`src/rtl/tt_vector_runner.sv`:
```
`default_nettype none
// ============================================================================
//  Module   : tt_vector_runner
//  Purpose  : On-chip stimulus/response engine. Vectors (stimulus, expected
//             response, compare mask) are loaded serially, replayed into a
//             user DUT one per clock, and each response is checked against
//             its masked expectation a fixed LATENCY edges later. A pass/fail
//             summary (error count, first failing index) is reported.
//  Revision : 1.0 - initial release
// ============================================================================
module tt_vector_runner #(
  parameter int IN_W    = 8,
  parameter int OUT_W   = 8,
  parameter int DEPTH   = 16,
  parameter int LATENCY = 2,
  parameter int CNT_W   = 8
) (
  input  logic                       clk,
  input  logic                       rst,
  input  logic                       clear,
  input  logic                       load_valid,
  output logic                       load_ready,
  input  logic [IN_W-1:0]            load_stim,
  input  logic [OUT_W-1:0]           load_expect,
  input  logic [OUT_W-1:0]           load_mask,
  input  logic                       start,
  input  logic                       stop_on_fail,
  output logic [IN_W-1:0]            dut_in,
  input  logic [OUT_W-1:0]           dut_out,
  output logic                       busy,
  output logic                       done,
  output logic                       pass,
  output logic [CNT_W-1:0]           err_count,
  output logic [$clog2(DEPTH)-1:0]   first_fail,
  output logic [$clog2(DEPTH):0]     count
);

  localparam int AW = $clog2(DEPTH);

  localparam logic [AW:0]      DEPTH_C = (AW+1)'(DEPTH);
  localparam logic [AW:0]      IDX_ONE = (AW+1)'(1);
  localparam logic [CNT_W-1:0] ERR_ONE = CNT_W'(1);
  localparam logic [CNT_W-1:0] ERR_MAX = '1;

  // One-hot encoding so busy/done come straight off a state flop.
  localparam logic [2:0] S_IDLE = 3'b001;
  localparam logic [2:0] S_RUN  = 3'b010;
  localparam logic [2:0] S_DONE = 3'b100;

  // --------------------------------------------------------------------------
  // Storage and registers
  // --------------------------------------------------------------------------
  logic [IN_W-1:0]  stim_mem [DEPTH];
  logic [OUT_W-1:0] exp_mem  [DEPTH];
  logic [OUT_W-1:0] mask_mem [DEPTH];

  logic [2:0]                  state_q, state_d;
  logic [AW:0]                 count_q, count_d;
  logic [AW:0]                 idx_q, idx_d;        // next vector to issue
  logic [LATENCY-1:0]          pvld_q, pvld_d;      // in-flight compare valid
  logic [LATENCY-1:0][AW-1:0]  pidx_q, pidx_d;      // in-flight vector index
  logic [IN_W-1:0]             dut_in_q, dut_in_d;
  logic [CNT_W-1:0]            err_q, err_d;
  logic [AW-1:0]               ff_q, ff_d;
  logic                        pass_q, pass_d;
  logic                        sof_q, sof_d;        // stop_on_fail latched at start

  // --------------------------------------------------------------------------
  // Control decode
  // --------------------------------------------------------------------------
  logic          w_idle_like;
  logic          w_clear;
  logic          w_start;
  logic          w_load;
  logic          w_issue;
  logic          w_cmp_vld;
  logic [AW-1:0] w_cmp_idx;
  logic          w_mismatch;
  logic          w_last;
  logic          w_finish;

  // Output/strobe decode from the current state and the request inputs.
  always_comb begin
    w_idle_like = state_q[0] | state_q[2];
    load_ready  = w_idle_like && (count_q < DEPTH_C) && !start && !clear;
    // clear wins over start when both arrive together
    w_clear     = w_idle_like && clear;
    w_start     = w_idle_like && start && !clear;
    w_load      = load_valid && load_ready;
    w_issue     = state_q[1] && (idx_q < count_q);
    w_cmp_vld   = state_q[1] && pvld_q[LATENCY-1];
    w_cmp_idx   = pidx_q[LATENCY-1];
    w_mismatch  = w_cmp_vld &&
                  (|((dut_out ^ exp_mem[w_cmp_idx]) & mask_mem[w_cmp_idx]));
    w_last      = w_cmp_vld && ({1'b0, w_cmp_idx} == (count_q - IDX_ONE));
    w_finish    = w_last || (w_mismatch && sof_q);
  end

  assign busy       = state_q[1];
  assign done       = state_q[2];
  assign pass       = pass_q;
  assign dut_in     = dut_in_q;
  assign err_count  = err_q;
  assign first_fail = ff_q;
  assign count      = count_q;

  // --------------------------------------------------------------------------
  // FSM
  // --------------------------------------------------------------------------

  // State register.
  always_ff @(posedge clk) begin
    if (rst) begin
      state_q <= S_IDLE;
    end else begin
      state_q <= state_d;
    end
  end

  // Next-state: an empty store skips RUN and reports an immediate pass.
  always_comb begin
    state_d = state_q;
    unique case (state_q)
      S_IDLE: begin
        if (w_start) begin
          state_d = (count_q == '0) ? S_DONE : S_RUN;
        end
      end
      S_RUN: begin
        if (w_finish) begin
          state_d = S_DONE;
        end
      end
      S_DONE: begin
        if (w_clear) begin
          state_d = S_IDLE;
        end else if (w_start) begin
          state_d = (count_q == '0) ? S_DONE : S_RUN;
        end
      end
      default: state_d = S_IDLE;
    endcase
  end

  // --------------------------------------------------------------------------
  // Datapath next-state: loading, run launch, issue pipeline and scoring.
  // --------------------------------------------------------------------------

  // Compute every datapath register's next value from the decoded strobes.
  always_comb begin
    count_d  = count_q;
    idx_d    = idx_q;
    pvld_d   = pvld_q;
    pidx_d   = pidx_q;
    dut_in_d = dut_in_q;
    err_d    = err_q;
    ff_d     = ff_q;
    pass_d   = pass_q;
    sof_d    = sof_q;

    if (w_clear) begin
      count_d = '0;
      err_d   = '0;
      ff_d    = '0;
      pass_d  = 1'b0;
    end else if (w_start) begin
      err_d  = '0;
      ff_d   = '0;
      sof_d  = stop_on_fail;
      pass_d = (count_q == '0);
      pvld_d = '0;
      if (count_q != '0) begin
        // vector 0 goes out on the start edge itself
        dut_in_d  = stim_mem[0];
        pvld_d[0] = 1'b1;
        pidx_d[0] = '0;
        idx_d     = IDX_ONE;
      end
    end else if (w_load) begin
      count_d = count_q + IDX_ONE;
    end

    if (state_q[1]) begin
      // Age the in-flight compares by one edge.
      for (int s = LATENCY - 1; s > 0; s--) begin
        pvld_d[s] = pvld_q[s-1];
        pidx_d[s] = pidx_q[s-1];
      end
      pvld_d[0] = w_issue;
      pidx_d[0] = idx_q[AW-1:0];

      // Once all vectors are out, dut_in holds the last one while draining.
      if (w_issue) begin
        dut_in_d = stim_mem[idx_q[AW-1:0]];
        idx_d    = idx_q + IDX_ONE;
      end

      if (w_mismatch) begin
        if (err_q != ERR_MAX) begin
          err_d = err_q + ERR_ONE;
        end
        if (err_q == '0) begin
          ff_d = w_cmp_idx;
        end
      end

      // Leaving RUN: park dut_in, drop any remaining compares, post result.
      if (w_finish) begin
        dut_in_d = '0;
        pvld_d   = '0;
        pass_d   = (err_d == '0);
      end
    end
  end

  // Datapath registers with synchronous reset.
  always_ff @(posedge clk) begin
    if (rst) begin
      count_q  <= '0;
      idx_q    <= '0;
      pvld_q   <= '0;
      pidx_q   <= '0;
      dut_in_q <= '0;
      err_q    <= '0;
      ff_q     <= '0;
      pass_q   <= 1'b0;
      sof_q    <= 1'b0;
    end else begin
      count_q  <= count_d;
      idx_q    <= idx_d;
      pvld_q   <= pvld_d;
      pidx_q   <= pidx_d;
      dut_in_q <= dut_in_d;
      err_q    <= err_d;
      ff_q     <= ff_d;
      pass_q   <= pass_d;
      sof_q    <= sof_d;
    end
  end

  // Vector store write port; contents are not reset.
  always_ff @(posedge clk) begin
    if (w_load) begin
      stim_mem[count_q[AW-1:0]] <= load_stim;
      exp_mem[count_q[AW-1:0]]  <= load_expect;
      mask_mem[count_q[AW-1:0]] <= load_mask;
    end
  end

endmodule
`default_nettype wire

```
`config.mk`:
```
export PLATFORM = sky130hd
export DESIGN_NAME = tt_vector_runner
export DESIGN_NICKNAME = d
export VERILOG_FILES = /design/src/rtl/tt_vector_runner.sv
export SDC_FILE = /design/constraint.sdc
export NUM_CORES = 1
export LEC_CHECK = 0
export ABC_AREA = 1
export BUFFER_PORTS_ARGS = -buffer_cell sky130_fd_sc_hd__buf_2
export CAP_MARGIN = 40
export CORE_MARGIN = 3
export CORE_UTILIZATION = 30
export DETAILED_ROUTE_END_ITERATION = 16
export PLACE_DENSITY = 0.42
export SYNTH_ARGS = -nofsm -noshare
export SYNTH_HDL_FRONTEND = slang
export SYNTH_SLANG_ARGS = --single-unit
```
`constraint.sdc`:
```
create_clock -name clk -period 2.7 [get_ports clk]
set_input_delay 0.135 -clock clk [delete_from_list [all_inputs] [get_ports clk]]
set_output_delay 0.135 -clock clk [all_outputs]
set_load 0.1 [all_outputs]
```
Word-level counts from Yosys, hierarchy flattened
Memory sizes are Yosys's and may differ from the RTL's. A register that Yosys moved wholly into a read port is not among the register bits.
Cells that the tools add are included.
{"block": "totals", "ff_bits": 45, "ram_bits": 384, "in_bits": 38, "out_inout_bits": 29, "elab_cells": 106, "n_memories": 3}
{"block": "op_classes", "add_sub_neg": 4, "magnitude_cmp": 2, "eq_ne": 7, "mux": 47, "bitwise_logic": 5, "n_reduce_logical": 27}
{"name": "exp_mem", "depth": 16, "word_bits": 8, "read_ports": 1, "rd_clocked_by_memory_dff": 1, "write_ports": 1, "line": "54", "text": "logic [OUT_W-1:0] exp_mem [DEPTH];"}
{"name": "mask_mem", "depth": 16, "word_bits": 8, "read_ports": 1, "rd_clocked_by_memory_dff": 1, "write_ports": 1, "line": "55", "text": "logic [OUT_W-1:0] mask_mem [DEPTH];"}
{"name": "stim_mem", "depth": 16, "word_bits": 8, "read_ports": 2, "rd_clocked_by_memory_dff": 1, "write_ports": 1, "line": "53", "text": "logic [IN_W-1:0] stim_mem [DEPTH];"}
{"cell": "2-to-1 mux 8 bit", "n": 12}
{"cell": "2-to-1 mux 4 bit", "n": 14}
{"cell": "2-to-1 mux 5 bit", "n": 5}
{"cell": "logical NOT 8 bit", "n": 2}
{"cell": "logical AND 1 bit", "n": 12}
{"cell": "2-to-1 mux 3 bit", "n": 4}
{"cell": "adder 5 x 1 -> 5 bit, second input constant", "n": 2}
{"cell": "case mux 3 bit (3 select lines)", "n": 1}
{"cell": "adder 8 x 1 -> 8 bit, second input constant", "n": 1}
{"cell": "AND 8 bit", "n": 1}
{"cell": "2-to-1 mux 2 bit", "n": 4}
{"cell": "!= test 8 bit, second input constant", "n": 1}
{"cell": "OR reduction 8 bit", "n": 1}
{"cell": "XOR 8 bit", "n": 1}
{"cell": "2-to-1 mux 1 bit", "n": 7}
{"cell": "AND reduction 2 bit", "n": 3}
{"cell": "equality test 4 x 5 -> 1 bit", "n": 1}
{"cell": "logical NOT 5 bit", "n": 1}
{"cell": "less-than comparator 5 bit", "n": 1}
{"cell": "less-than comparator 5 bit, second input constant", "n": 1}
{"cell": "nonzero test 5 bit", "n": 1}
{"cell": "subtractor 5 x 1 -> 5 bit, second input constant", "n": 1}
{"cell": "!= test 2 bit, second input constant", "n": 2}
{"cell": "nonzero test 2 bit", "n": 2}
{"cell": "other kinds (9)", "n": 11}

Logic depth before layout (Yosys ltp)
Gate-level depths: netlist (run 1).
{"block": "logic_depth", "depth_word": 11, "mapped_depth": 22, "depth_no_buf": 20}

Least setup slack after synthesis (run 1)
No wires, ideal clock.
{"block": "synth_path", "kind": "reg2reg", "start": "register state_q[2]", "end": "memory exp_mem[15][0] (enable)", "setup_ns": 0.406, "arrival_ns": 6.008, "required_ns": 2.294, "path_slack_ns": -3.714, "path_stages_with_launch": 7, "n_path_buf": 0, "synth_period_minus_slack_ns": 6.414, "path_cell_list": "dfxtp_1 > nor2_1 > nor4_1 > nand2_1 > inv_1 > nand2_1 > nor2_1"}
{"block": "synth_via", "elab_chain_len": 7}
{"item": "start: declaration", "line": "57", "text": "logic [2:0] state_q, state_d;"}
{"item": "start signal: assignment", "line": "116", "text": "state_q <= state_d;"}
{"item": "OR 1 bit", "line": "84", "text": "w_idle_like = state_q[0] | state_q[2];"}
{"item": "logical AND 1 bit (3 in series)", "line": "85", "text": "load_ready = w_idle_like && (count_q < DEPTH_C) && !start && !clear;"}
{"item": "named net load_ready", "line": "22", "text": "output logic load_ready,"}
{"item": "logical AND 1 bit", "line": "89", "text": "w_load = load_valid && load_ready;"}
{"item": "2-to-1 mux 1 bit", "line": "243", "text": "if (w_load) begin"}
{"item": "2-to-1 mux 1 bit (not written as such)", "line": "245", "text": "exp_mem[count_q[AW-1:0]] <= load_expect;"}
{"item": "end: declaration", "line": "54"}
The timed path passes the listed nets, and every way through them passes these cells.

==> flow_metrics.py, run 1 <==
metrics = {
    "run_status": {
        "outcome": "finished, final reports clean",
    },
    "drt": {
        "wl_um": 56300,
        "dr.pass1.iters": 6,
        "drt_iter0_drc": 1055,
        "post-route-drc-count": 0,
        "routed_via_density": 4.76,
        "drt-wirelength-per-cell_um": 20.3,
        "drtAntennaViolNets": 0,
        "vias": 13197,
    },
    "place": {
        "place_congestion": 0.791,
        "place_area_um2": 20600,
        "dp_hpwl_um": 31800,
        "io_buffers": 66,
    },
    "pwr": {
        "power.density_nw_per_um2": 742,
        "ir_drop_mv": 0.391,
        "leakage_nw": 8.74,
    },
    "setup_path": {
        "worst-path-buf-inv": 4,
        "criticalPathCategory": "flip-flop to flip-flop",
        "path_cells": "inv_8 -> buf_12 -> buf_4 -> nand2_1 -> nand3_1 -> nand3_1 -> nand2_1 -> nand2_1 -> nand2_1 -> nor2_2 -> nand3_2 -> nand3_4 -> o21ai_1 -> inv_2 -> nand2_2 -> nor2_1",
        "critical_path.top_delay_family": "simple AND/OR/NAND/NOR gates",
        "end_kind": "flip-flop",
        "critPathLaunchType": "flip-flop",
        "cp_max_fo": 19,
        "arrival_ns": 3.03,
        "max_stage_delay_ns": 0.40,
        "slowest_stage": "dfxtp_4",
        "crit_required_ns": 3.16,
        "cpMostUsedCell": "nand2_1",
    },
    "synth": {
        "synth_seq_area_share": 0.669,
        "yosysTopAreaCell": "edfxtp_1",
        "synth_seq_cells": 433,
        "async_reset_ff_frac": 0,
        "synth_top_flop_cell": "edfxtp_1",
        "syn_avg_cell_area_um2": 10.5,
        "netlist_instances": 1777,
        "synth_top_area_share": 0.616,
        "yosysWarnings": 0,
        "synth_edf_count": 384,
        "netlist-cell-type-count": 40,
        "synth_nets": 1827,
        "synth_area_leaders": "edfxtp_1, nand2_1, nand3_1, dfxtp_1, inv_1",
        "synthesis.area_um2": 18700,
    },
    "sta": {
        "period_needed_ns": 2.58,
        "rsz0062_at_grt": "true",
        "setup_viol": 0,
        "tightest_slew_ns": 0.622,
        "max_slew_margin": 0.585,
        "fin_crit_sh": 0.955,
        "hold_viol": 0,
        "slew_viol_final": 0,
        "timing.fmax_mhz": 388,
        "clock-skew-final_ns": 0.0196,
        "fin_tns_setup_ns": 0,
    },
    "clock_network": {
        "cts-buffers-inserted": 49,
        "cts_tree": "built",
        "path_clk_slew_ns": 0.06,
        "insertion_delay_ns": 0.58,
        "cts_max_level": 2,
        "clk_path_buf_depth": 3,
        "cts.sink_count": 433,
        "cts_root_buf": "clkbuf_16",
    },
    "layout": {
        "final_util": 0.372,
        "areaGrowthSynthToFinish_pct": 21.3,
        "drive_gt1_frac": 0.132,
        "nNetsFinal": 1953,
        "final_cell_mix": "nand2_1, edfxtp_1, nand3_1, inv_1, a21oi_1",
        "final_common_cell": "nand2_1",
        "final_area_um2": 22700,
    },
    "global_routing": {
        "grt_pass1_vias": 12996,
        "track_usage": 0.169,
        "grt_first_pass_wirelength_um": 83700,
        "grt_remaining_overflow": 0,
        "grt_max_degree": 68,
        "grt_antenna_before_repair": 3,
    },
    "die": {
        "initial_core_util": 0.306,
        "rows": 90,
        "io_pins": 67,
        "coreArea_um2": 61000,
        "die_w_um": 256,
        "die_h_um": 256,
        "fp.dieArea_um2": 65400,
    },
    "flow_run": {
        "drv_cap": 0,
    },
    "hold_path": {
        "hold_class": "primary input to flip-flop",
    },
}
## repair_timing
item | in CTS | in global routing
resized for setup | 1 | 21
setup endpoints to repair | 6 | 15
gates cloned | 0 | 4
hold buffers | 30 | 0
setup buffers | 2 | 2
pin swaps | 0 | 4
hold endpoints to repair | 391 | 0
## flip-flops by register name (all words and copies together) (netlist names), 2 cells and up, named ones only
name / flops
exp_mem: 128
stim_mem: 128
idx_q: 5
mask_mem: 128
count: 5
pvld_q: 2
pidx_q: 4
first_fail: 4
w_cmp_idx: 4
state_q: 3
dut_in: 8
err_count: 8
## cell usage after synthesis, types with 2 or more instances
cell type / n
xnor2_1: 2
a22oi_1: 18
inv_1: 160
ha_1: 12
inv_2: 3
o21ai_1: 10
edfxtp_1: 384
o21a_1: 2
a211oi_1: 4
clkinv_1: 3
buf_6: 14
dfxtp_1: 49
nand4_1: 3
o311ai_0: 4
xor2_1: 5
o21ai_0: 27
clkbuf_1: 33
buf_2: 20
a221oi_1: 9
a21oi_1: 83
nand3b_1: 4
buf_1: 7
buf_4: 8
o211ai_1: 13
nor2_1: 78
nor4_1: 2
nand3_2: 2
nor3_1: 3
nand2_2: 2
nand3_1: 247
o2111ai_1: 4
a32o_1: 12
nand2_1: 543
## worst min-delay path: cells and delay by family
kind	cells	cell delay, ns
AND/OR/NAND/NOR	2	0.16
buffers and inverters	1	0.11
AO/OA/AOI/OAI	2	0.18
## routing by layer
metal,track usage,share of wire,wire [um]
met1,0.238,0.47,26400
met2,0.271,0.46,26200
met3,0.0221,0.047,2620
met4,0.0505,0.020,1130
met5,0,0,0
## logic make-up after synthesis
| kind of cell | count (synthesis) | share of synthesized area |
|---|---|---|
| compound gates | 191 | 0.0636 |
| xor+xnor | 7 | 0.00328 |
| fa+ha+maj | 12 | 0.00803 |
| buf+inv | 249 | 0.0587 |
| flops | 433 | 0.669 |
| simple gates | 885 | 0.197 |
## report_power, final
group | leakage [nW] | total [mW] | switching (mW) | internal [mW]
Sequential | 3.85 | 7.43 | 0.0692 | 7.36
Combinational | 4.10 | 2.80 | 1.87 | 0.930
Clock | 0.788 | 6.61 | 2.67 | 3.94
## worst paths after layout
kind / start / to / slack (ns) / cells after the start
min reg2reg: pidx_q[2]$_SDFFE_PP0P_ / pidx_q[2]$_SDFFE_PP0P_ / 0.46 / 2
max: flip-flop / dut_in[5]$_SDFF_PP0_ / 0.12 / 16
min: start / count[1]$_SDFFE_PP0P_ / 0.05 / 5
max reg2reg: flip-flop / dut_in[5]$_SDFF_PP0_ / 0.12 / 16
## cell type report
type | instances | area (um2)
diodes | 3 | 7.51
clock buffers | 72 | 1430
multi-input cells | 1095 | 5330
fillers | 6047 | 38300
well taps | 828 | 1040
repair buffers | 157 | 1540
inverters | 167 | 639
clock inverters | 20 | 179
flip-flops and latches | 433 | 12500
## stage by stage
step	hold WS, ns	power, mW	std cells	setup slack (ns)
final	0.0478	16.8	2775	0.123
after global routing	0.0756	17.6	2773	-0.0366
after CTS	0.0202	16.9	2766	0.0258
after detailed placement	0.444	10.2	2642	-0.0453
after global placement	0.425	10.2	2642	-0.000189
after floorplan	0.234	9.35	1777	-0.355
(Power assumes the default switching activity.)
==> run 2, diff against run 1 <==
Settings changed: ABC_AREA 1 to unset.
==> run 2 against run 1 <==
The flow now finishes with violations (setup timing). Flip-flop and latch count unchanged. Critical path type unchanged. Clock power fell by 5.1%. Critical path depth fell by 4. Largest power group unchanged. Worst hold slack gained 0.028 ns. Critical endpoint is now pass$_SDFF_PP0_. First-iteration DRC count is 44% lower.
==> flow_metrics.py, run 2 <==
metrics = {
    "run_status": {
        "outcome": "finished with violations",
        "violations": "setup timing",
    },
    "global_routing": {
        "grt_remaining_overflow": 0,
        "grt_pass1_vias": 9804,
        "grt_max_degree": 37,
        "track_usage": 0.155,
        "grt_antenna_before_repair": 2,
        "grt_first_pass_wirelength_um": 68200,
    },
    "sta": {
        "fin_tns_setup_ns": -4.95,
        "clock-skew-final_ns": 0.0117,
        "setup_viol": 25,
        "timing.fmax_mhz": 331,
        "rsz0062_at_grt": "true",
        "hold_ws_ns": 0.0759,
        "slew_viol_final": 0,
        "period_needed_ns": 3.02,
        "tightest_slew_ns": 0.651,
        "hold_viol": 0,
        "max_slew_margin": 0.566,
        "worst_slack_ns": -0.322,
        "fin_crit_sh": 1.12,
    },
    "die": {
        "coreArea_um2": 56900,
        "rows": 87,
        "fp.dieArea_um2": 61000,
        "io_pins": 67,
        "die_h_um": 247,
        "initial_core_util": 0.306,
        "die_w_um": 247,
    },
    "setup_path": {
        "cp_max_fo": 10,
        "criticalPathCategory": "flip-flop to flip-flop",
        "crit_required_ns": 3.18,
        "path_cells": "buf_12 -> buf_4 -> mux4_2 -> mux2i_1 -> xor2_1 -> o2111a_1 -> nand4_1 -> o311a_4 -> a21o_1 -> buf_4 -> or3_1 -> o31ai_1",
        "slowest_stage": "mux4_2",
        "end_kind": "flip-flop",
        "critical_path.top_delay_family": "multiplexers",
        "cpMostUsedCell": "buf_4",
        "critPathLaunchType": "flip-flop",
        "worst-path-buf-inv": 3,
        "arrival_ns": 3.50,
        "max_stage_delay_ns": 0.49,
    },
    "synth": {
        "yosysTopAreaCell": "edfxtp_1",
        "synth_nets": 1031,
        "synth_most_common_cell": "edfxtp_1",
        "ys_top_cells_by_count": "edfxtp_1, mux4_2, nor2_1, mux2i_1, dfxtp_1",
        "synth_seq_cells": 433,
        "synth_edf_count": 384,
        "syn_avg_cell_area_um2": 17.8,
        "yosysWarnings": 0,
        "synthesis.area_um2": 17400,
        "synth_seq_area_share": 0.718,
        "synth_top_area_share": 0.662,
        "netlist-cell-type-count": 58,
        "synth_top_flop_cell": "edfxtp_1",
        "netlist_instances": 981,
        "async_reset_ff_frac": 0,
        "synth_area_leaders": "edfxtp_1, mux4_2, dfxtp_1, mux2i_1, nor2_1",
    },
    "place": {
        "dp_hpwl_um": 27600,
        "place_congestion": 0.736,
        "detailedPlace.worstSlack_ns": -0.521,
        "io_buffers": 66,
    },
    "layout": {
        "seq_area_um2": 12500,
        "final_common_cell": "edfxtp_1",
        "multi_input_area_um2": 4970,
        "nNetsFinal": 1221,
        "areaGrowthSynthToFinish_pct": 24.3,
        "final_util": 0.380,
        "fill_cells": 5233,
        "final_cell_mix": "edfxtp_1, mux4_2, buf_4, buf_2, nor2_1",
        "drive_gt1_frac": 0.316,
    },
    "clock_network": {
        "clk_path_buf_depth": 3,
        "insertion_delay_ns": 0.58,
        "cts_max_level": 2,
        "cts-buffers-inserted": 47,
        "cts_tree": "built",
        "cts.sink_count": 433,
        "path_clk_slew_ns": 0.06,
        "cts_root_buf": "clkbuf_16",
    },
    "drt": {
        "dr.pass1.iters": 4,
        "post-route-drc-count": 0,
        "wl_um": 46000,
        "drt-wirelength-per-cell_um": 23.4,
        "drt_iter0_drc": 588,
        "drtAntennaViolNets": 0,
        "vias": 9436,
        "routed_via_density": 4.80,
    },
    "pwr": {
        "ir_drop_mv": 0.399,
        "power_mw": 13.9,
        "power.density_nw_per_um2": 643,
        "leakage_nw": 7.12,
    },
    "hold_path": {
        "hold_class": "primary input to flip-flop",
    },
    "flow_run": {
        "drv_cap": 0,
    },
}
run 2: cell count changes after synthesis, sizes merged, moves of 21 or more:
| cell | delta |
|---|---|
| o21ai | -25 |
| a21oi | -61 |
| inv | -149 |
| nand2 | -508 |
| nand3 | -237 |
| buf | -25 |
| xnor2 | +21 |
| mux2i | +58 |
| mux4 | +84 |
run 2: path summary, 6_finish.rpt:
path                                             from                      end  slack, ns  depth (start not counted)
worst max-delay path                        flip-flop          pass$_SDFF_PP0_      -0.32                         12
worst min register to register  count[4]$_SDFFE_PP0P_    count[4]$_SDFFE_PP0P_       0.54                          2
worst max register to register              flip-flop          pass$_SDFF_PP0_      -0.32                         12
worst min-delay path                            clear  state_q[0]$_SDFFE_PP1P_       0.08                          5
run 2: power by group:
part	switching (mW)	total (mW)	internal, mW
sequential	0.0109	7.31	7.30
clock	2.62	6.27	3.65
combinational	0.233	0.363	0.130
run 2: final cells by class:
class / instances / share of cell area
Antenna cell: 1 / 0.000116
Clock buffer: 68 / 0.0603
Clock inverter: 20 / 0.00843
Inverter: 15 / 0.00260
Multi-Input combinational cell: 481 / 0.230
Sequential cell: 433 / 0.579
Tap cell: 756 / 0.0437
Timing Repair Buffer: 193 / 0.0765
run 2: per-stage QoR:
stage	instances	area (um2)
after floorplan	981	17700
after global placement	1838	19600
after detailed placement	1838	19600
after CTS	1966	21600
after global routing	1966	21700
final	1967	21700
run 2: cell families after synthesis:
kind of cell    share of synthesized area
flops                               0.718
simple gates                       0.0505
mux                                 0.144
compound gates                     0.0398
buf+inv                            0.0177
xor+xnor                           0.0216
fa+ha+maj                         0.00861
run 2: worst min-delay path: cells and delay by family:
| family | cells | cell delay, ns |
|---|---|---|
| buffers and inverters | 1 | 0.15 |
| AO/OA/AOI/OAI | 1 | 0.11 |
| AND/OR/NAND/NOR | 3 | 0.21 |
run 2: layer usage:
layer,part of all wire,vias to the layer above,global-route usage
met5,0.00028,-,0
met4,0.018,2,0.0361
met3,0.039,62,0.0277
met2,0.47,168,0.247
met1,0.47,4943,0.220
li1,-,4261,-
run 2: repair_timing:
item,4_1_cts,5_1_grt
endpoints found under the setup margin,25,25
hold buffers,27,0
resized for setup,27,5
hold endpoints to repair,401,0
pin swaps,5,2
setup buffers,13,0
